**src/rtl/data_memory_banked_pkg.sv**
```systemverilog
// ---------------------------------------------------------------------------
// data_memory_banked_pkg
// Shared definitions for the banked data memory:
//   - LANE_W    : width of one byte lane
//   - state_t   : controller state (CLEAR sweep or IDLE serving requests)
//   - params_ok : legality check for the memory geometry, used at
//                 elaboration time by the top level
// ---------------------------------------------------------------------------
package data_memory_banked_pkg;

    localparam int LANE_W = 8;

    typedef enum logic {
        CLEAR = 1'b0,
        IDLE  = 1'b1
    } state_t;

    // Word width must be a whole number of byte lanes, and the array must
    // hold at least two words while still being addressable by ADDR_W bits.
    function automatic bit params_ok(input int data_w, input int depth, input int addr_w);
        return (data_w > 0) && ((data_w % LANE_W) == 0) &&
               (depth >= 2) && (longint'(depth) <= (64'd1 << addr_w));
    endfunction

endpackage

```
**src/rtl/data_memory_banked_lane.sv**
```systemverilog
// ---------------------------------------------------------------------------
// mem_lane_array
// One byte lane of the data memory: a DEPTH x 8 RAM with a write enable and a
// synchronous read. The read register only updates when re is high, so the
// last read value is held between reads. The array has no reset so it maps
// onto block/distributed RAM.
// Ports:
//   clk   - clock
//   we    - write enable for this lane
//   re    - read enable (captures mem[addr] on the rising edge)
//   addr  - word index, shared by read and write (single port)
//   wdata - lane write data
//   rdata - registered lane read data
// ---------------------------------------------------------------------------
module mem_lane_array
    import data_memory_banked_pkg::*;
#(
    parameter int IDX_W = 8,
    parameter int DEPTH = 256
) (
    input  logic              clk,
    input  logic              we,
    input  logic              re,
    input  logic [IDX_W-1:0]  addr,
    input  logic [LANE_W-1:0] wdata,
    output logic [LANE_W-1:0] rdata
);

    logic [LANE_W-1:0] mem [DEPTH];
    logic [LANE_W-1:0] rdata_q;

    always_ff @(posedge clk) begin
        if (we) begin
            mem[addr] <= wdata;
        end
        if (re) begin
            rdata_q <= mem[addr];
        end
    end

    assign rdata = rdata_q;

endmodule

```
**src/rtl/data_memory_banked.sv**
```systemverilog
// ---------------------------------------------------------------------------
// data_memory_banked
// Parametrised single-port data memory with byte-lane write masking, a
// registered read port behind a valid/ready request handshake, an
// out-of-range error flag, and a sequential clear sweep (one word per cycle)
// started by reset or by clear_req.
// Ports:
//   clk, rst              - clock, asynchronous active-high reset
//   clear_req             - one-cycle pulse, starts a clear sweep from IDLE
//   busy                  - high while the clear sweep runs
//   req_valid/req_ready   - request handshake (ready is combinational)
//   req_write             - 1 = write, 0 = read
//   req_addr              - word address
//   req_wdata/req_wmask   - write data and per-byte-lane write enables
//   rsp_valid             - one-cycle pulse per accepted read
//   rsp_rdata             - read data (0 for an out-of-range read)
//   rsp_err               - accepted read addressed a word >= DEPTH
// ---------------------------------------------------------------------------
module data_memory_banked
    import data_memory_banked_pkg::*;
#(
    parameter  int DATA_W = 8,
    parameter  int ADDR_W = 8,
    parameter  int DEPTH  = 256,
    localparam int LANES  = DATA_W / LANE_W
) (
    input  logic              clk,
    input  logic              rst,
    input  logic              clear_req,
    output logic              busy,
    input  logic              req_valid,
    output logic              req_ready,
    input  logic              req_write,
    input  logic [ADDR_W-1:0] req_addr,
    input  logic [DATA_W-1:0] req_wdata,
    input  logic [LANES-1:0]  req_wmask,
    output logic              rsp_valid,
    output logic [DATA_W-1:0] rsp_rdata,
    output logic              rsp_err
);

    localparam int IDX_W = $clog2(DEPTH);

    if (!params_ok(DATA_W, DEPTH, ADDR_W)) begin : g_bad_params
        $error("data_memory_banked: DATA_W must be a multiple of 8 and 2 <= DEPTH <= 2**ADDR_W");
    end

    state_t            state_q, state_d;
    logic [IDX_W-1:0]  clr_addr_q, clr_addr_d;
    logic              rsp_valid_q, rsp_valid_d;
    logic              rsp_err_q, rsp_err_d;
    logic              rsp_zero_q, rsp_zero_d;

    logic              accept;
    logic              in_range;
    logic              rd_en;
    logic [IDX_W-1:0]  ram_addr;
    logic [LANES-1:0]  lane_we;
    logic [DATA_W-1:0] ram_wdata;
    logic [DATA_W-1:0] ram_rdata;

    // A pending clear_req wins over a request arriving in the same cycle.
    assign req_ready = (state_q == IDLE) && !clear_req;
    assign accept    = req_valid && req_ready;
    assign in_range  = {1'b0, req_addr} < (ADDR_W + 1)'(DEPTH);
    assign rd_en     = accept && !req_write && in_range;
    assign busy      = (state_q == CLEAR);

    // Next-state logic: the sweep walks clr_addr to DEPTH-1 and then hands
    // over to IDLE; the response flags update only on an accepted read.
    always_comb begin
        state_d     = state_q;
        clr_addr_d  = clr_addr_q;
        rsp_valid_d = 1'b0;
        rsp_err_d   = rsp_err_q;
        rsp_zero_d  = rsp_zero_q;
        case (state_q)
            CLEAR: begin
                if (clr_addr_q == IDX_W'(DEPTH - 1)) begin
                    state_d    = IDLE;
                    clr_addr_d = '0;
                end else begin
                    clr_addr_d = clr_addr_q + IDX_W'(1);
                end
            end
            IDLE: begin
                if (clear_req) begin
                    state_d    = CLEAR;
                    clr_addr_d = '0;
                end
            end
            default: state_d = CLEAR;
        endcase
        if (accept && !req_write) begin
            rsp_valid_d = 1'b1;
            rsp_err_d   = !in_range;
            rsp_zero_d  = !in_range;
        end
    end

    // rsp_zero forces rsp_rdata to 0 after reset and after an out-of-range
    // read, without needing a reset on the RAM read registers.
    always_ff @(posedge clk or posedge rst) begin
        if (rst) begin
            state_q     <= CLEAR;
            clr_addr_q  <= '0;
            rsp_valid_q <= 1'b0;
            rsp_err_q   <= 1'b0;
            rsp_zero_q  <= 1'b1;
        end else begin
            state_q     <= state_d;
            clr_addr_q  <= clr_addr_d;
            rsp_valid_q <= rsp_valid_d;
            rsp_err_q   <= rsp_err_d;
            rsp_zero_q  <= rsp_zero_d;
        end
    end

    // The single RAM port is owned by the sweep while busy, else by requests.
    assign ram_addr  = busy ? clr_addr_q : req_addr[IDX_W-1:0];
    assign ram_wdata = busy ? '0 : req_wdata;
    assign lane_we   = busy ? '1 :
                       (accept && req_write && in_range) ? req_wmask : '0;

    for (genvar i = 0; i < LANES; i++) begin : g_lane
        mem_lane_array #(
            .IDX_W (IDX_W),
            .DEPTH (DEPTH)
        ) u_lane (
            .clk   (clk),
            .we    (lane_we[i]),
            .re    (rd_en),
            .addr  (ram_addr),
            .wdata (ram_wdata[i*LANE_W +: LANE_W]),
            .rdata (ram_rdata[i*LANE_W +: LANE_W])
        );
    end

    assign rsp_valid = rsp_valid_q;
    assign rsp_err   = rsp_err_q;
    assign rsp_rdata = rsp_zero_q ? '0 : ram_rdata;

endmodule
```
**config.mk**
```make
export PLATFORM = sky130hd
export DESIGN_NAME = data_memory_banked
export DESIGN_NICKNAME = d
export VERILOG_FILES = /design/src/rtl/data_memory_banked_pkg.sv /design/src/rtl/data_memory_banked_lane.sv /design/src/rtl/data_memory_banked.sv
export SDC_FILE = /design/constraint.sdc
export NUM_CORES = 2
export LEC_CHECK = 0
export ABC_AREA = 1
export CORE_MARGIN = 10
export CORE_UTILIZATION = 30
export DETAILED_ROUTE_END_ITERATION = 8
export GPL_TIMING_DRIVEN = 0
export PLACE_DENSITY_LB_ADDON = 0.2
export SYNTH_ARGS = -nofsm -noshare
export SYNTH_HDL_FRONTEND = slang
export SYNTH_SLANG_ARGS = --single-unit
```
**constraint.sdc**
```tcl
create_clock -name clk -period 4.7 [get_ports clk]
set_input_delay 1.175 -clock clk [delete_from_list [all_inputs] [get_ports clk]]
set_output_delay 1.175 -clock clk [all_outputs]
set_load 0.05 [all_outputs]
```
# Word level (Yosys, flattened, before mapping)
# Memories as Yosys holds them, arrays and structs flattened. A register that Yosys moved wholly into a read port is not among the register bits.
# Index checks and enable logic that the tools add are counted.
op_classes:
  n_addsub: 1
  eq_ne: 2
  muxes: 14
  bitwise: 1
  n_reduce_logical: 6
ops:
  columns: ["op", "count"]
  rows:
  - ["$mux W8", 5]
  - ["$pmux W8 S2", 1]
  - ["$add A8 B1 Y8 const B", 1]
  - ["$eq A8 B8 Y1 const B", 1]
  - ["$mux W1", 7]
  - ["$logic_and A1 B1 Y1", 4]
  - ["$logic_not A1 Y1", 2]
  - ["$ne A2 B2 Y1 const B", 1]
  - ["$pmux W1 S2", 1]
  - ["$not A1 Y1", 1]
totals:
  reg_bits: 11
  mem_bits_rw: 2048
  in_bits: 22
  output_inout_bits: 12
  elab_cells: 29
  n_memories: 1
memory_table:
  columns: ["name", "words", "word_bits", "read_ports", "rd_clocked_by_memory_dff", "wr", "line_no", "rtl"]
  rows:
  - ["g_lane[0].u_lane.mem", 256, 8, 1, 1, 1, "data_memory_banked_lane.sv:29", "logic [LANE_W-1:0] mem [DEPTH];"]

# Logic depth before layout (Yosys ltp)
logic_depth:
  ltp_word: 8
  depth_mapped: 19
  ltp_nobuf: 15

# By module
# Synthesis repeated with hierarchy kept, for this count alone.
hier_totals:
  cells_unflattened: 8156
  hier_area_um2: 85779.8
modules_own_cells:
  columns: ["mod", "instances", "cells_per_inst", "area_per_inst_um2", "seq_area_each_um2"]
  rows:
  - ["mem_lane_array", 1, 8021, 84936.5, 61739.2]
  - ["data_memory_banked", 1, 135, 843.3, 276.5]

# Least setup slack after synthesis
# Ideal clock, no wire load.
synth_timing:
  kind: "input to register"
  startpoint: "input port req_wdata[0]"
  endpoint: "memory g_lane[0].u_lane.mem[0][0], data pin"
  setup_ns: 0.773
  arrival_time_ns: 3.983
  required_time_ns: 3.927
  setup_slack_ns: -0.057
  stages: 2
  path_buffers: 0
  cell_sequence: "nand2_1 inv_1"
synth_between:
  elab_chain_cells: 1
synth_lines:
  columns: ["item", "line_no", "rtl"]
  rows:
  - ["start: declaration", "data_memory_banked.sv:35", "input logic [DATA_W-1:0] req_wdata,"]
  - ["$mux W8", "data_memory_banked.sv:121", "assign ram_wdata = busy ? '0 : req_wdata;"]
  - ["named net g_lane[0].u_lane.wdata[0]", "data_memory_banked_lane.sv:25", "input logic [LANE_W-1:0] wdata,"]
  - ["end: declaration", "data_memory_banked_lane.sv:29", null]
# The timed path passes the listed nets, and every way through them passes these cells.

# Worst setup path after layout
layout_timing:
  startpoint: "input port req_addr[2]"
  endpoint: "memory g_lane[0].u_lane.mem[186][0], enable pin"
layout_between:
  elab_chain_cells: 1
layout_lines:
  columns: ["item", "line_no", "rtl"]
  rows:
  - ["start: declaration", "data_memory_banked.sv:34", "input logic [ADDR_W-1:0] req_addr,"]
  - ["$mux W8", "data_memory_banked.sv:120", "assign ram_addr = busy ? clr_addr_q : req_addr[IDX_W-1:0];"]
# Every way passes these cells.

==> results.sh <==
export IMPL_status="finished with violations"
export IMPL_violations="capacitance limit, slew limit, setup timing"
export IMPL_synth_cells=8352
export IMPL_clock_path_buffers=4
export IMPL_antenna_found_initial=18
export IMPL_root_buffer="clkbuf_16"
export IMPL_synth_avg_cell_area_um2=10.4
export IMPL_tightestPinTransition_ns=1.55
export IMPL_worst_setup_path_end_kind="flop"
export IMPL_switchingPower_mw=23.1
export IMPL_grt_max_degree=43
export IMPL_synthTopCellsByArea="edfxtp_1 71%, nand2_1 20%, nand3_1 2.9%"
export IMPL_grt_pass1_vias=58700
export IMPL_hp_class="reg2reg"
export IMPL_coreArea_um2=288000
export IMPL_area_growth_syn_to_layout_pct=15.8
export IMPL_ys_warn_count=0
export IMPL_worstPathArrival_ns=5.30
export IMPL_grtUsageTotal_pct=18.7
export IMPL_start_util_pct=30.2
export IMPL_slowest_stage="nor2_1"
export IMPL_dominantRegCellSynth="edfxtp_1"
export IMPL_fp_dieH_um=558
export IMPL_maxSlewHeadroom_pct=-3.13
export IMPL_io_pins=34
export IMPL_utilization_pct=34.9
export IMPL_crit_family="buffers and inverters"
export IMPL_p_seq_share_pct=35.7
export IMPL_power_mw=57.9
export IMPL_drive_above_1_share_pct=8.25
export IMPL_synth_most_common_cell="nand2_1"
export IMPL_dp_cells=12200
export IMPL_dpl_worst_slack_ns=-1.80
export IMPL_final_nets=8701
export IMPL_placedInstanceArea_um2=93300
export IMPL_p_sw_share_pct=40.0
export IMPL_p_int_mw=34.8
export IMPL_first_iter_violations=6128
export IMPL_pwr_share_clk_pct=29.7
export IMPL_dr_pass1_iters=6
export IMPL_cts_tree="done"
export IMPL_clkLatencyLatePin_ns=0.90
export IMPL_final_period_utilization_pct=102
export IMPL_rows=197
export IMPL_crit_chain="clkdlybuf4s50_1, or2_1, o21ai_2, inv_2, nor2_4, buf_2, buf_4, nand4_4, clkbuf_2, nor2_1"
export IMPL_dp_hpwl_mm=219
export IMPL_tns_ns=-3.93
export IMPL_drc=0
export IMPL_n_fill_cell=28800
export IMPL_grt_pass1_wl_mm=423
export IMPL_power_density_nw_per_um2=575
export IMPL_critPathBufInv=5
export IMPL_period_minus_slack_ns=4.81
export IMPL_worstHoldStart="clr_addr_q[4]$_DFFE_PP0P_"
export IMPL_place_gp_congestion=0.941
export IMPL_cp_required_ns=5.18
export IMPL_vias=60100
export IMPL_rr_startpoint="state_q$_DFF_PP0_"
export IMPL_ys_seq_area_share_pct=71.3
export IMPL_synth_distinct_cells=37
export IMPL_path_clk_slew_ns=0.06
export IMPL_cts_sinks=2067
export IMPL_drv_slew=22
export IMPL_critical_path_startpoint="req_addr[2]"
export IMPL_combPwrFrac_pct=34.6
export IMPL_cp_start_kind="primary input"
export IMPL_hold_violations=0
export IMPL_cts_made_buffers=225
export IMPL_max_freq_mhz=208
export IMPL_worst_clock_skew_ns=0.0644
export IMPL_synth_top_area_share_pct=71.0
export IMPL_viasPerCell=4.75
export IMPL_power_leakage_nw=39.9
export IMPL_cpPeakStageDelay_ns=0.76
export IMPL_crit_path_max_fanout=10
export IMPL_io_buffers=32
export IMPL_wirelength_mm=300
export IMPL_ant_nets=0
export IMPL_ys_seq_elements=2067
export IMPL_yosysTopAreaCell="edfxtp_1"
export IMPL_maxCapViolations=2
export IMPL_whs_ns=0.586
export IMPL_ys_top_cells_by_count="4731 x nand2_1, 2056 x edfxtp_1, 499 x nand3_1"
export IMPL_rsz0062_at_grt="yes"
export IMPL_htreeDepth=4
export IMPL_die_x_um=558
export IMPL_dieArea_um2=312000
export IMPL_grt_overflow=0
export IMPL_setup_violations_final=91
export IMPL_syn_area_um2=87000
export IMPL_vdd_ir_drop_max_mv=0.313
export IMPL_r2r_slack_ns=0
export IMPL_stdcell_area_um2=101000
export IMPL_synthArstFlopShare_pct=0.532
export IMPL_wire_per_inst_um=23.7
export IMPL_syn_nets=8375
export IMPL_synth_edf_count=2056
export IMPL_fin_cells=12600
export IMPL_final_setup_worst_slack_ns=-0.113
export IMPL_path_class="in2reg"
## sequential cells by signal, summed over array words and instances (netlist names)
signal	count
rsp_zero_q	1
rsp_valid	1
clr_addr_q	8
g_lane.u_lane.mem	2048
state_q	1
g_lane.u_lane.rdata	8
## power groups by stage
stage / Combinational, mW / Clock [mW] / Sequential (mW)
finish: 20.0 / 17.2 / 20.7
CTS: 19.8 / 17.5 / 20.7
detailed placement: 19.7 / 0 / 21.1
floorplan: 10.7 / 0 / 21.1
global placement: 19.4 / 0 / 21.2
global route: 21.5 / 18.3 / 20.7
## layout make-up
| cell class | count | area, um^2 | share of cell area, % |
|---|---|---|---|
| Antenna cell | 9 | 22.5 | 0.0224 |
| Buffer | 471 | 2080 | 2.07 |
| Clock buffer | 264 | 5820 | 5.78 |
| Clock inverter | 141 | 1200 | 1.19 |
| Inverter | 43 | 194 | 0.193 |
| Multi-Input combinational cell | 5771 | 23100 | 22.9 |
| Sequential cell | 2067 | 62000 | 61.6 |
| Tap cell | 3781 | 4730 | 4.70 |
| Timing Repair Buffer | 99 | 1610 | 1.60 |
## logic make-up after synthesis
group	share of synthesized area, %
AOI/OAI and AO/OA	0.873
xor gates and xnor gates	0.0403
other	0.00431
adders and majority gates	0.0144
and+or+nand+nor	25.2
DFF	71.3
buffers and inverters	2.56
## metal layers
metal / vias to the layer above / track usage, % / wire, um
met3: 475 / 3.10 / 21100
met4: 2 / 6.62 / 12100
li1: 28300 / - / -
met2: 2044 / 30.0 / 136000
met5: - / 0 / 12
met1: 29300 / 25.6 / 130000
## worst paths after layout
path | cells after the start | end
max reg2reg | 9 | g_lane[0].u_lane.mem[165][2]$_DFFE_PP_
min reg2reg | 2 | clr_addr_q[4]$_DFFE_PP0P_
min in group asynchronous | 2 | rsp_valid$_DFF_PP0_
max in group asynchronous | 2 | state_q$_DFF_PP0_
min | 2 | clr_addr_q[4]$_DFFE_PP0P_
max | 10 | g_lane[0].u_lane.mem[186][0]$_DFFE_PP_
## cells in the final DEF, fill, tap and decap left out, types with 32 or more instances in the layout
master,count
nor2_1,258
clkinv_1,62
nor2_2,100
nand2_1,4731
edfxtp_1,2056
clkbuf_16,227
clkbuf_1,257
clkinv_2,41
buf_1,33
clkdlybuf4s50_1,32
buf_2,196
buf_12,59
o21ai_1,123
nand3_1,499
## timing repair
item | in CTS | in global routing
hold buffers | 0 | 0
gates cloned | 0 | 0
buffers inserted | 6 | 0
pin swaps | 3 | 0
setup endpoints to repair | 1529 | 568
gates resized for setup | 56 | 58
## tightest hold or removal path, delay by kind of cell, from the launching register on
| family | cells | cell delay [ns] |
|---|---|---|
| flops | 1 | 0.43 |
| compound gates | 1 | 0.07 |
| buf+inv | 1 | 0.05 |
(Power assumes the default switching activity.)
